<file path="config.mk">
export PLATFORM = sky130hd
export DESIGN_NAME = conv_mac_ctrl_flat
export DESIGN_NICKNAME = d
export VERILOG_FILES = /design/src/rtl/conv_mac_if.sv /design/src/rtl/conv_mac_ctrl.sv /design/src/flat_wrapper.sv
export SDC_FILE = /design/constraint.sdc
export NUM_CORES = 1
export LEC_CHECK = 0
export CAP_MARGIN = 40
export CORE_MARGIN = 8
export CORE_UTILIZATION = 50
export CTS_BUF_LIST = sky130_fd_sc_hd__clkbuf_16
export DETAILED_ROUTE_END_ITERATION = 16
export PLACE_DENSITY = 0.74
export SETUP_SLACK_MARGIN = 0.2
export SLEW_MARGIN = 20
export SYNTH_ARGS = -nofsm -noshare
export SYNTH_HDL_FRONTEND = slang
export SYNTH_SLANG_ARGS = --single-unit
</file>
<file path="constraint.sdc">
create_clock -name clk -period 2.9 [get_ports clk]
set_clock_uncertainty 0.1 [all_clocks]
set_input_delay 0.725 -clock clk [delete_from_list [all_inputs] [get_ports clk]]
set_output_delay 0.725 -clock clk [all_outputs]
set_load 0.05 [all_outputs]
</file>
<file path="src/rtl/conv_mac_if.sv">
// conv_mac_if: operand and result valid/ready streams of conv_mac_ctrl
//   in_valid/in_ready/act/wgt      operand pair stream into the sequencer
//   out_valid/out_ready/out_data/ovf  saturated result stream out of the sequencer
//   master: producer/consumer side, slave: conv_mac_ctrl side
interface conv_mac_if #(
    parameter int W = 16
);
    logic in_valid, in_ready, out_valid, out_ready, ovf;
    logic signed [W-1:0] act, wgt, out_data;
    modport master (output in_valid, act, wgt, out_ready, input in_ready, out_valid, out_data, ovf);
    modport slave (input in_valid, act, wgt, out_ready, output in_ready, out_valid, out_data, ovf);
endinterface

</file>
<file path="src/rtl/conv_mac_ctrl.sv">
// conv_mac_ctrl: shared-multiplier fixed-point dot product (one window plus bias) with saturated result
//   clk, rst_n   clock, asynchronous active-low reset
//   start, bias  begin a window in IDLE, bias captured with the accepted start
//   clear        synchronous abort to IDLE, no result emitted
//   busy         high whenever a window is in progress
//   bus          operand pair stream in, saturated result stream out
module conv_mac_ctrl #(
    parameter int INT_DIGIT = 11,
    parameter int DECIMAL_DIGIT = 5,
    parameter int KERNEL_LEN = 9
) (
    input  logic clk,
    input  logic rst_n,
    input  logic start,
    input  logic clear,
    input  logic signed [INT_DIGIT+DECIMAL_DIGIT-1:0] bias,
    output logic busy,
    conv_mac_if.slave bus
);
    localparam int W = INT_DIGIT + DECIMAL_DIGIT;
    localparam int CNT_W = $clog2(KERNEL_LEN + 1);
    localparam int ACC_W = W + CNT_W;
    localparam logic [1:0] IDLE = 2'd0, LOAD = 2'd1, DRAIN = 2'd2, DONE = 2'd3;
    logic [1:0] state, state_nxt;
    logic [CNT_W-1:0] cnt;
    logic signed [ACC_W-1:0] acc, acc_nxt;
    logic signed [2*W-1:0] full;
    logic signed [W-1:0] prod, prod_r, out_data_r, sat;
    logic prod_v, ovf_r, hs, clamp;
    assign hs = state == LOAD && bus.in_valid;
    assign full = (2*W)'(bus.act) * (2*W)'(bus.wgt);
    // Keep bits [INT+2*DEC-1:DEC] of the full product: floor shift, wrapping truncation
    assign prod = W'(full >>> DECIMAL_DIGIT);
    assign acc_nxt = prod_v ? acc + ACC_W'(prod_r) : acc;
    // Result fits in W bits only when all bits above the W-bit sign position agree
    assign clamp = !(&acc_nxt[ACC_W-1:W-1] || ~|acc_nxt[ACC_W-1:W-1]);
    assign sat = clamp ? {acc_nxt[ACC_W-1], {(W-1){~acc_nxt[ACC_W-1]}}} : acc_nxt[W-1:0];
    assign state_nxt = state == IDLE ? (start ? LOAD : IDLE) :
                       state == LOAD ? (hs && cnt == CNT_W'(KERNEL_LEN - 1) ? DRAIN : LOAD) :
                       state == DRAIN ? DONE : (bus.out_ready ? IDLE : DONE);
    assign bus.in_ready = state == LOAD;
    assign bus.out_valid = state == DONE;
    assign bus.out_data = out_data_r;
    assign bus.ovf = ovf_r;
    assign busy = state != IDLE;
    always_ff @(posedge clk or negedge rst_n) begin
        if (!rst_n) begin
            state <= IDLE;
            cnt <= '0;
            acc <= '0;
            prod_r <= '0;
            prod_v <= 1'b0;
            out_data_r <= '0;
            ovf_r <= 1'b0;
        end else if (clear) begin
            state <= IDLE;
            cnt <= '0;
            acc <= '0;
            prod_v <= 1'b0;
        end else begin
            state <= state_nxt;
            prod_v <= hs;
            if (hs) prod_r <= prod;
            cnt <= state == IDLE ? '0 : hs ? cnt + CNT_W'(1) : cnt;
            acc <= state == IDLE && start ? ACC_W'(bias) : acc_nxt;
            // The last product lands during DRAIN, so the clamp sees the complete sum
            if (state == DRAIN) begin
                out_data_r <= sat;
                ovf_r <= clamp;
            end
        end
    end
endmodule

</file>
<file path="src/flat_wrapper.sv">
// flat-port wrapper written by rule: the top's interface ports become plain ports
module conv_mac_ctrl_flat 
#(
    parameter int INT_DIGIT = 11,
    parameter int DECIMAL_DIGIT = 5,
    parameter int KERNEL_LEN = 9
)
  (clk, rst_n, start, clear, bias, busy, bus_in_valid, bus_act, bus_wgt, bus_out_ready, bus_in_ready, bus_out_valid, bus_out_data, bus_ovf);
  conv_mac_if #(.W((16))) bus_i ();
  input  logic clk;
  input  logic rst_n;
  input  logic start;
  input  logic clear;
  input  logic signed [INT_DIGIT+DECIMAL_DIGIT-1:0] bias;
  output logic busy;
  input wire logic [$bits(bus_i.in_valid)-1:0] bus_in_valid;
  input wire logic [$bits(bus_i.act)-1:0] bus_act;
  input wire logic [$bits(bus_i.wgt)-1:0] bus_wgt;
  input wire logic [$bits(bus_i.out_ready)-1:0] bus_out_ready;
  output wire logic [$bits(bus_i.in_ready)-1:0] bus_in_ready;
  output wire logic [$bits(bus_i.out_valid)-1:0] bus_out_valid;
  output wire logic [$bits(bus_i.out_data)-1:0] bus_out_data;
  output wire logic [$bits(bus_i.ovf)-1:0] bus_ovf;
  assign bus_i.in_valid = bus_in_valid;
  assign bus_i.act = bus_act;
  assign bus_i.wgt = bus_wgt;
  assign bus_i.out_ready = bus_out_ready;
  assign bus_in_ready = bus_i.in_ready;
  assign bus_out_valid = bus_i.out_valid;
  assign bus_out_data = bus_i.out_data;
  assign bus_ovf = bus_i.ovf;
  conv_mac_ctrl #(.INT_DIGIT(INT_DIGIT), .DECIMAL_DIGIT(DECIMAL_DIGIT), .KERNEL_LEN(KERNEL_LEN)) u_core (.clk(clk), .rst_n(rst_n), .start(start), .clear(clear), .bias(bias), .busy(busy), .bus(bus_i));
endmodule
</file>
[Word-level counts from Yosys, hierarchy flattened]
Index checks and enable logic that the tools add are counted.
Cells by class
  multipliers: 1
  mux-type cells: 15
  bitwise operators: 2
  equality and inequality tests: 4
  add/sub/neg operators: 2
  reduce and logical (&&, ||, !) cells: 13
Operators by type and width (count)
  2-to-1 mux 20 bit: 3
  multiplier 16 x 16 -> 21 bit: 1
  adder 20 x 16 -> 20 bit: 1
  2-to-1 mux 16 bit: 1
  2-to-1 mux 2 bit: 6
  2-to-1 mux 4 bit: 3
  AND reduction 5 bit: 1
  OR reduction 5 bit: 1
  adder 4 x 1 -> 4 bit (second input constant): 1
  equality test 2 bit (second input constant): 2
  equality test 4 bit (second input constant): 1
  AND reduction 2 bit: 2
  logical AND 1 bit: 3
  nonzero test 3 bit: 1
  equality test 2 x 1 -> 1 bit (second input constant): 1
  zero test 1 bit: 2
  zero test 2 bit: 1
  2-to-1 mux 1 bit: 2
  inverter 1 bit: 2
  nonzero test 2 bit: 1
  logical OR 1 bit: 1
Word-level totals
  register bits: 60
  logic and storage cells: 44
  input port bits: 54
  output and inout port bits: 20

[Longest topological paths before layout]
Gate-level depths: netlist (run 1).
  depth in word-level cells: 7
  gate-level depth with buffers: 22
  mapped depth without buffers: 21

[Worst setup path after synthesis (run 1)]
Ideal clock, no wire load.
  path type: input -> register
  start point: input bus_wgt[1]
  end point: register u_core.prod_r[14]
  library setup time: 134 ps
  data arrival time: 5971 ps
  buffers on the path: 1
  required time: 2666 ps
  stages on the path: 21
  setup slack: -3304 ps
  cell sequence: clkbuf_1 > nand2_1 > fa_1 > fa_1 > inv_1 > ha_1 > fa_1 > fa_1 > inv_1 > fa_1 > inv_1 > ha_1 > and3_1 > a221oi_1 > nand2_1 > a31oi_1 > o21ai_0 > o41a_1 > a311oi_1 > xor2_1 > o21ai_0
Between the ends
  longest elaborated chain between the ends: 1
Ends and longest elaborated chain
  from (decl): line flat_wrapper.sv:18  | input wire logic [$bits(bus_i.wgt)-1:0] bus_wgt;
  multiplier 16 x 16 -> 21 bit: line conv_mac_ctrl.sv:31  | assign full = (2*W)'(bus.act) * (2*W)'(bus.wgt);
  to (signal assigned): line conv_mac_ctrl.sv:63  | if (hs) prod_r <= prod;
  to (decl): line conv_mac_ctrl.sv:28  | logic signed [W-1:0] prod, prod_r, out_data_r, sat;
No other way between the ends.
A chain may end at the register's enable or synchronous reset.

[Worst setup path after layout (run 1)]
  start point: input bus_wgt[6]
  end point: register u_core.prod_r[14]
The elaborated chain is that of the path after synthesis.

==> impl_metrics.toml, run 1 <==
[cells_and_area]
final_cell_area_um2 = 13400
multi_input_area_um2 = 8220
area_growth_pct = 35.3
drive_gt1_frac = 0.267
nNetsFinal = 1610
fill_cells = 1419
n_antenna_cell = 0
regArea_um2 = 1500

[synth]
synth_edf_count = 0
synth_common_cells = "inv_1 (217), fa_1 (149), nand2_1 (128)"
synthArstFlopShare = 1.00
synth_area_per_cell_um2 = 8.91
ys_ff_latch = 60
synth.most_common_cell = "inv_1"
ys_top_cells_by_area = "fa_1 (30%), dfrtp_1 (15%), ha_1 (11%)"
synth_top_area_frac = 0.302
yosysUniqueCellTypes = 65
synthesis.instances = 1110
synth_flop_cell = "dfrtp_1"
ys_seq_area_frac = 0.152
synth_area_leader_cell = "fa_1"
syn_nets = 1401
ys.warnings.count = 0
syn_area_um2 = 9890

[placed_design]
dp_hpwl_mm = 20.2
port_buffers = 73
dpl_worst_slack_ns = -3.71
placed_area_um2 = 12000
gp_congestion = 0.944

[grt]
overflow = 0
grt_max_degree = 34
grt_pass1_vias = 8805
antenna_found_initial = 0
grt_pass1_wl_mm = 42.3
grtUsageTotal = 0.212

[timing]
period_minus_slack_ns = 5.80
setup-violations-final = 32
max_freq_mhz = 172
finalHoldViolCount = 0
max_slew_margin = 0.514
hold_slack_ns = 0.319
period_share = 2.00
finalWorstSetupSlack_ns = -2.90
rsz0062_at_grt = "true"
worst_pin_slew_ns = 0.720
drv_slew = 0

[die]
dieArea_um2 = 24500
core_um2 = 19500
die_x_um = 157
fp-row-count = 51
ios = 74
initial_core_util = 0.508
die_h_um = 157

[clock_network]
ctsRootBufferMaster = "clkbuf_16"
path_clk_slew_ns = 0.05
cts.sinks = 60
clockBufferDepth = 2
numCtsBuffers = 9
tritoncts = "done"
clkLatencyLatePin_ns = 0.34
h-tree-depth = 3
hold_buffers = 0

[worst_setup_path]
crit_path_end_kind = "register"
path_class = "primary input to register"
ff2ff_setup_slack_ns = -0.23
crit_path_start_kind = "primary input"
crit_arrival_ns = 5.92
cp-startpoint = "bus_wgt[6]"
worstReg2RegEnd = "u_core.bus.out_data[12]"
r2r_cells = 12
cp_max_fo = 6
worstPathRequired_ns = 3.01
endpoint = "u_core.prod_r[14]"
r2r-start = "u_core.prod_r[1]"

[power]
p_leak_nw = 6.54
seq_power_share = 0.074
pwr-share-clk = 0.069
worst_ir_drop_vdd_mv = 1.01
swShare = 0.443
p_int_mw = 8.24
switching_power_mw = 6.56
powerDensity_nw_per_um2 = 1110
pwr-share-comb = 0.857

[detailed_routing]
firstDrtPassIters = 5
drc = 0
vias_per_cell = 5.19
num_vias = 8246
drt_iter0_markers = 417
drt_wl_total_mm = 26.6
drt.antenna.violating_nets = 0
wl_per_cell_um = 16.7

[worst_hold_path]
min-delay-path-class = "primary input to async pin"

[outcome]
outcome = "complete, but fails checks"
violations = "negative setup slack"

[job]
cap_violations = 0
[worst min-delay path by stage]
stage                                    endpoint              start  cells after the start  slack (ns)
after floorplan                     u_core.acc[0]              rst_n                      0        0.33
after CTS                          u_core.bus.ovf              rst_n                      1        0.33
after detailed placement         u_core.prod_r[4]   u_core.prod_r[4]                      2        0.39
final                     u_core.bus.out_data[11]              rst_n                      1        0.32
after global placement          u_core.prod_r[14]  u_core.prod_r[14]                      2        0.38
after global routing               u_core.acc[14]              rst_n                      1        0.37
[timing repair]
action	in CTS	in global routing
pin swaps	61	45
gates resized for setup	160	91
buffers inserted	23	10
endpoints found under the setup margin	38	39
cloned	3	0
[layer usage]
layer | share of wire | wire (um) | vias up | global-route usage
met5 | 0 | 0 | - | 0
met4 | 0.024 | 629 | 0 | 0.0632
met3 | 0.040 | 1060 | 54 | 0.0234
met2 | 0.52 | 13800 | 220 | 0.380
met1 | 0.42 | 11100 | 4107 | 0.264
li1 | - | - | 3865 | -
[metrics by stage]
step                      setup TNS, ns  std cells   util  power (mW)
after floorplan                  -34.33       1110      -        8.19
after CTS                        -38.17       1579  0.662        13.8
after global routing             -43.57       1589  0.687        16.3
after global placement           -49.33       1537  0.619        11.3
after detailed placement         -51.60       1537  0.619        11.7
final                            -39.07       1589  0.687        14.8
[critical path: stages]
cell and delay (ns):
buf_8 0.11, and2_4 0.15, fa_1 0.54, inv_2 0.05
fa_1 0.53, inv_1 0.05, ha_2 0.17, fa_1 0.48
fa_1 0.51, inv_1 0.05, fa_1 0.49, inv_2 0.05
ha_4 0.21, and3_4 0.19, a221oi_4 0.28, nand2_1 0.11
a31oi_2 0.18, o21ai_2 0.09, o41a_1 0.46, a311oi_2 0.25
xor2_1 0.17, o21ai_1 0.07
[power groups by stage]
| stage | Sequential (mW) | Combinational [mW] | Clock (mW) |
|---|---|---|---|
| final | 1.09 | 12.7 | 1.02 |
| after CTS | 1.09 | 11.6 | 1.03 |
| after global routing | 1.11 | 14.1 | 1.08 |
| after detailed placement | 1.09 | 10.6 | 0 |
| after global placement | 1.09 | 10.2 | 0 |
| after floorplan | 1.05 | 7.13 | 0 |
[flip-flops by register name, indices dropped and copies added, names as in the netlist]
| register | flops |
|---|---|
| u_core.acc | 20 |
| u_core.state | 2 |
| u_core.prod_r | 16 |
| u_core.prod_v | 1 |
| u_core.bus.out_data | 16 |
| u_core.bus.ovf | 1 |
| u_core.cnt | 4 |
[cell usage in the layout (no fill, tap or decap), types with 12 or more instances in the layout]
cell               n
a21o_1            13
buf_6             32
dfrtp_1           60
inv_2             16
a21oi_1           19
ha_1              61
a211oi_1          14
mux2i_1           12
and2_1            82
fa_1             138
buf_4            128
xnor2_1           33
xor2_1            15
nand2_1          120
inv_1            201
o21ai_0           16
clkdlybuf4s50_1   44
nor2_1            69
ha_4              24
and2_4            15
[cell type report]
cell class	instances	area share
Inverter	218	0.0612
Clock inverter	7	0.00430
Sequential cell	60	0.112
Clock buffer	9	0.0168
Tap cell	265	0.0248
Multi-Input combinational cell	789	0.615
Timing Repair Buffer	241	0.166
[logic make-up after synthesis]
logic type | count (synthesis) | synth area share
flops | 60 | 0.152
mux | 17 | 0.0180
fa+ha+maj | 237 | 0.413
compound gates | 140 | 0.102
simple gates | 342 | 0.165
xor+xnor | 53 | 0.0477
buf+inv | 261 | 0.103
(Power assumes the default switching activity.)
==> inputs of run 2 (changes only) <==
--- a/config.mk
+++ b/config.mk
@@ -14,2 +14,3 @@
 export SETUP_SLACK_MARGIN = 0.2
+export SKIP_LAST_GASP = 1
 export SLEW_MARGIN = 20
--- a/constraint.sdc
+++ b/constraint.sdc
@@ -4,2 +4,2 @@
 set_output_delay 0.725 -clock clk [all_outputs]
-set_load 0.05 [all_outputs]
+set_load 0.1 [all_outputs]
==> run 2 against run 1 <==
The flow still finishes with violations (negative setup slack). Final area fell by 3.8%. Non-clock buffer count decreased by 14. Total power fell by 6.3%. Largest cell class unchanged. Count of clock-buffer cells in the layout stayed put. Global-route usage is essentially flat. Combinational power down 6%. Wire length is 4.5% lower. Sequential power about the same. Largest power group unchanged.
==> impl_metrics.toml, run 2 (same netlist as run 1, synthesis figures left out) <==
[timing]
period_minus_slack_ns = 5.73
rsz0062_at_grt = "true"
period_share = 1.97
finalWorstSetupSlack_ns = -2.83
max_slew_margin = 0.525
finalHoldViolCount = 0
hold_slack_ns = 0.183
tns_ns = -36.90
max_freq_mhz = 175
worst_pin_slew_ns = 0.703
setup-violations-final = 32
drv_slew = 0

[clock_network]
clockBufferDepth = 2
h-tree-depth = 3
tritoncts = "done"
numCtsBuffers = 9
clkLatencyLatePin_ns = 0.34
hold_buffers = 0
cts.sinks = 60
ctsRootBufferMaster = "clkbuf_16"
path_clk_slew_ns = 0.05

[power]
pwr-share-comb = 0.855
seq_power_share = 0.079
pwr-share-clk = 0.066
swShare = 0.448
p_int_mw = 7.65
p_leak_nw = 6.39
switching_power_mw = 6.22
powerDensity_nw_per_um2 = 1080
worst_ir_drop_vdd_mv = 0.945
finalPower_mw = 13.9

[worst_setup_path]
crit_cells = 22
crit_chain = "buf_6 > buf_6 > nand2_4 > fa_1 > fa_1 > inv_1 > ha_2 > fa_1 > fa_1 > inv_2 > fa_1 > inv_2 > ha_4 > and3_4 > a221oi_4 > nand2_1 > a31oi_2 > o21ai_2 > o41a_1 > a311oi_2 > xor2_1 > o21ai_0"
crit_path_start_kind = "primary input"
crit_arrival_ns = 5.84
r2r_cells = 11
worstPathRequired_ns = 3.01
r2r-start = "u_core.acc[1]"
cp_slowest_cell = "fa_1"
cp-startpoint = "bus_wgt[1]"
ff2ff_setup_slack_ns = -0.16
crit_path_end_kind = "register"
slowest_delay_ns = 0.55
cpMostUsedCell = "fa_1"
path_buf_inv = 5
cp_max_fo = 7
path_class = "primary input to register"
worstReg2RegEnd = "u_core.bus.out_data[2]"
cp_top_family = "adder cells"
endpoint = "u_core.prod_r[14]"

[die]
die_x_um = 157
core_um2 = 19500
die_h_um = 157
dieArea_um2 = 24500
fp-row-count = 51
initial_core_util = 0.508
ios = 74

[placed_design]
port_buffers = 73
gp_congestion = 0.923
placed_area_um2 = 12000
dp_hpwl_mm = 20.6
dp.cells = 1541
dpl_worst_slack_ns = -3.68

[cells_and_area]
final_common_cell = "inv_1"
layout_common_cells = "inv_1 (205), buf_4 (153), fa_1 (138)"
area_growth_pct = 30.1
stdcell_count = 1574
fin_util = 0.661
n_antenna_cell = 0
final_cell_area_um2 = 12900
largest_register_ffs = 20
nNetsFinal = 1596
largest_register = "u_core.acc"
drive_gt1_frac = 0.265

[grt]
grtUsageTotal = 0.212
overflow = 0
grt_pass1_wl_mm = 41.9
grt_pass1_vias = 8763
grt_max_degree = 34
antenna_found_initial = 0

[job]
cap_violations = 0

[detailed_routing]
firstDrtPassIters = 5
wl_per_cell_um = 16.1
drt_iter0_markers = 488
vias_per_cell = 5.14
num_vias = 8092
drt_wl_total_mm = 25.4
drc = 0
drt.antenna.violating_nets = 0

[worst_hold_path]
min-delay-path-class = "primary input to async pin"

[outcome]
outcome = "complete, but fails checks"
violations = "negative setup slack"
-- run 2: power by group through the flow --
stage	registers (mW)	logic, mW	clock network (mW)
after floorplan	1.05	7.14	0
after global placement	1.10	10.3	0
after detailed placement	1.10	10.6	0
after CTS	1.09	11.4	0.924
after global routing	1.11	13.3	0.948
final	1.09	11.9	0.915
-- run 2: how the worst min path moves through the flow --
stage / end / cells after the start
after detailed placement: u_core.prod_r[14] / 2
final: u_core.bus.out_data[13] / 1
after floorplan: u_core.acc[0] / 0
after global routing: u_core.bus.out_data[14] / 1
after CTS: u_core.state[0] / 1
after global placement: u_core.prod_r[14] / 2
-- run 2: cell type report --
cell class | instances | area, um^2
Sequential cell | 60 | 1500
Clock buffer | 9 | 225
Fill cell | 1522 | 6590
Tap cell | 265 | 332
Inverter | 218 | 818
Timing Repair Buffer | 227 | 1910
Clock inverter | 6 | 25.0
Multi-Input combinational cell | 789 | 8060
-- run 2: timing repair --
action	4_1_cts	5_1_grt
resized for setup	174	41
pin swaps	47	34
setup endpoints to repair	36	38
buffers inserted	12	5
cloned	1	0
-- run 2: per-layer routing --
metal	GRT usage	share of wire	wire length, um	up-vias
met4	0.0778	0.024	614	0
li1	-	-	-	3835
met3	0.0182	0.038	956	44
met1	0.257	0.43	10900	4001
met2	0.384	0.51	12900	212
met5	0	0	0	-
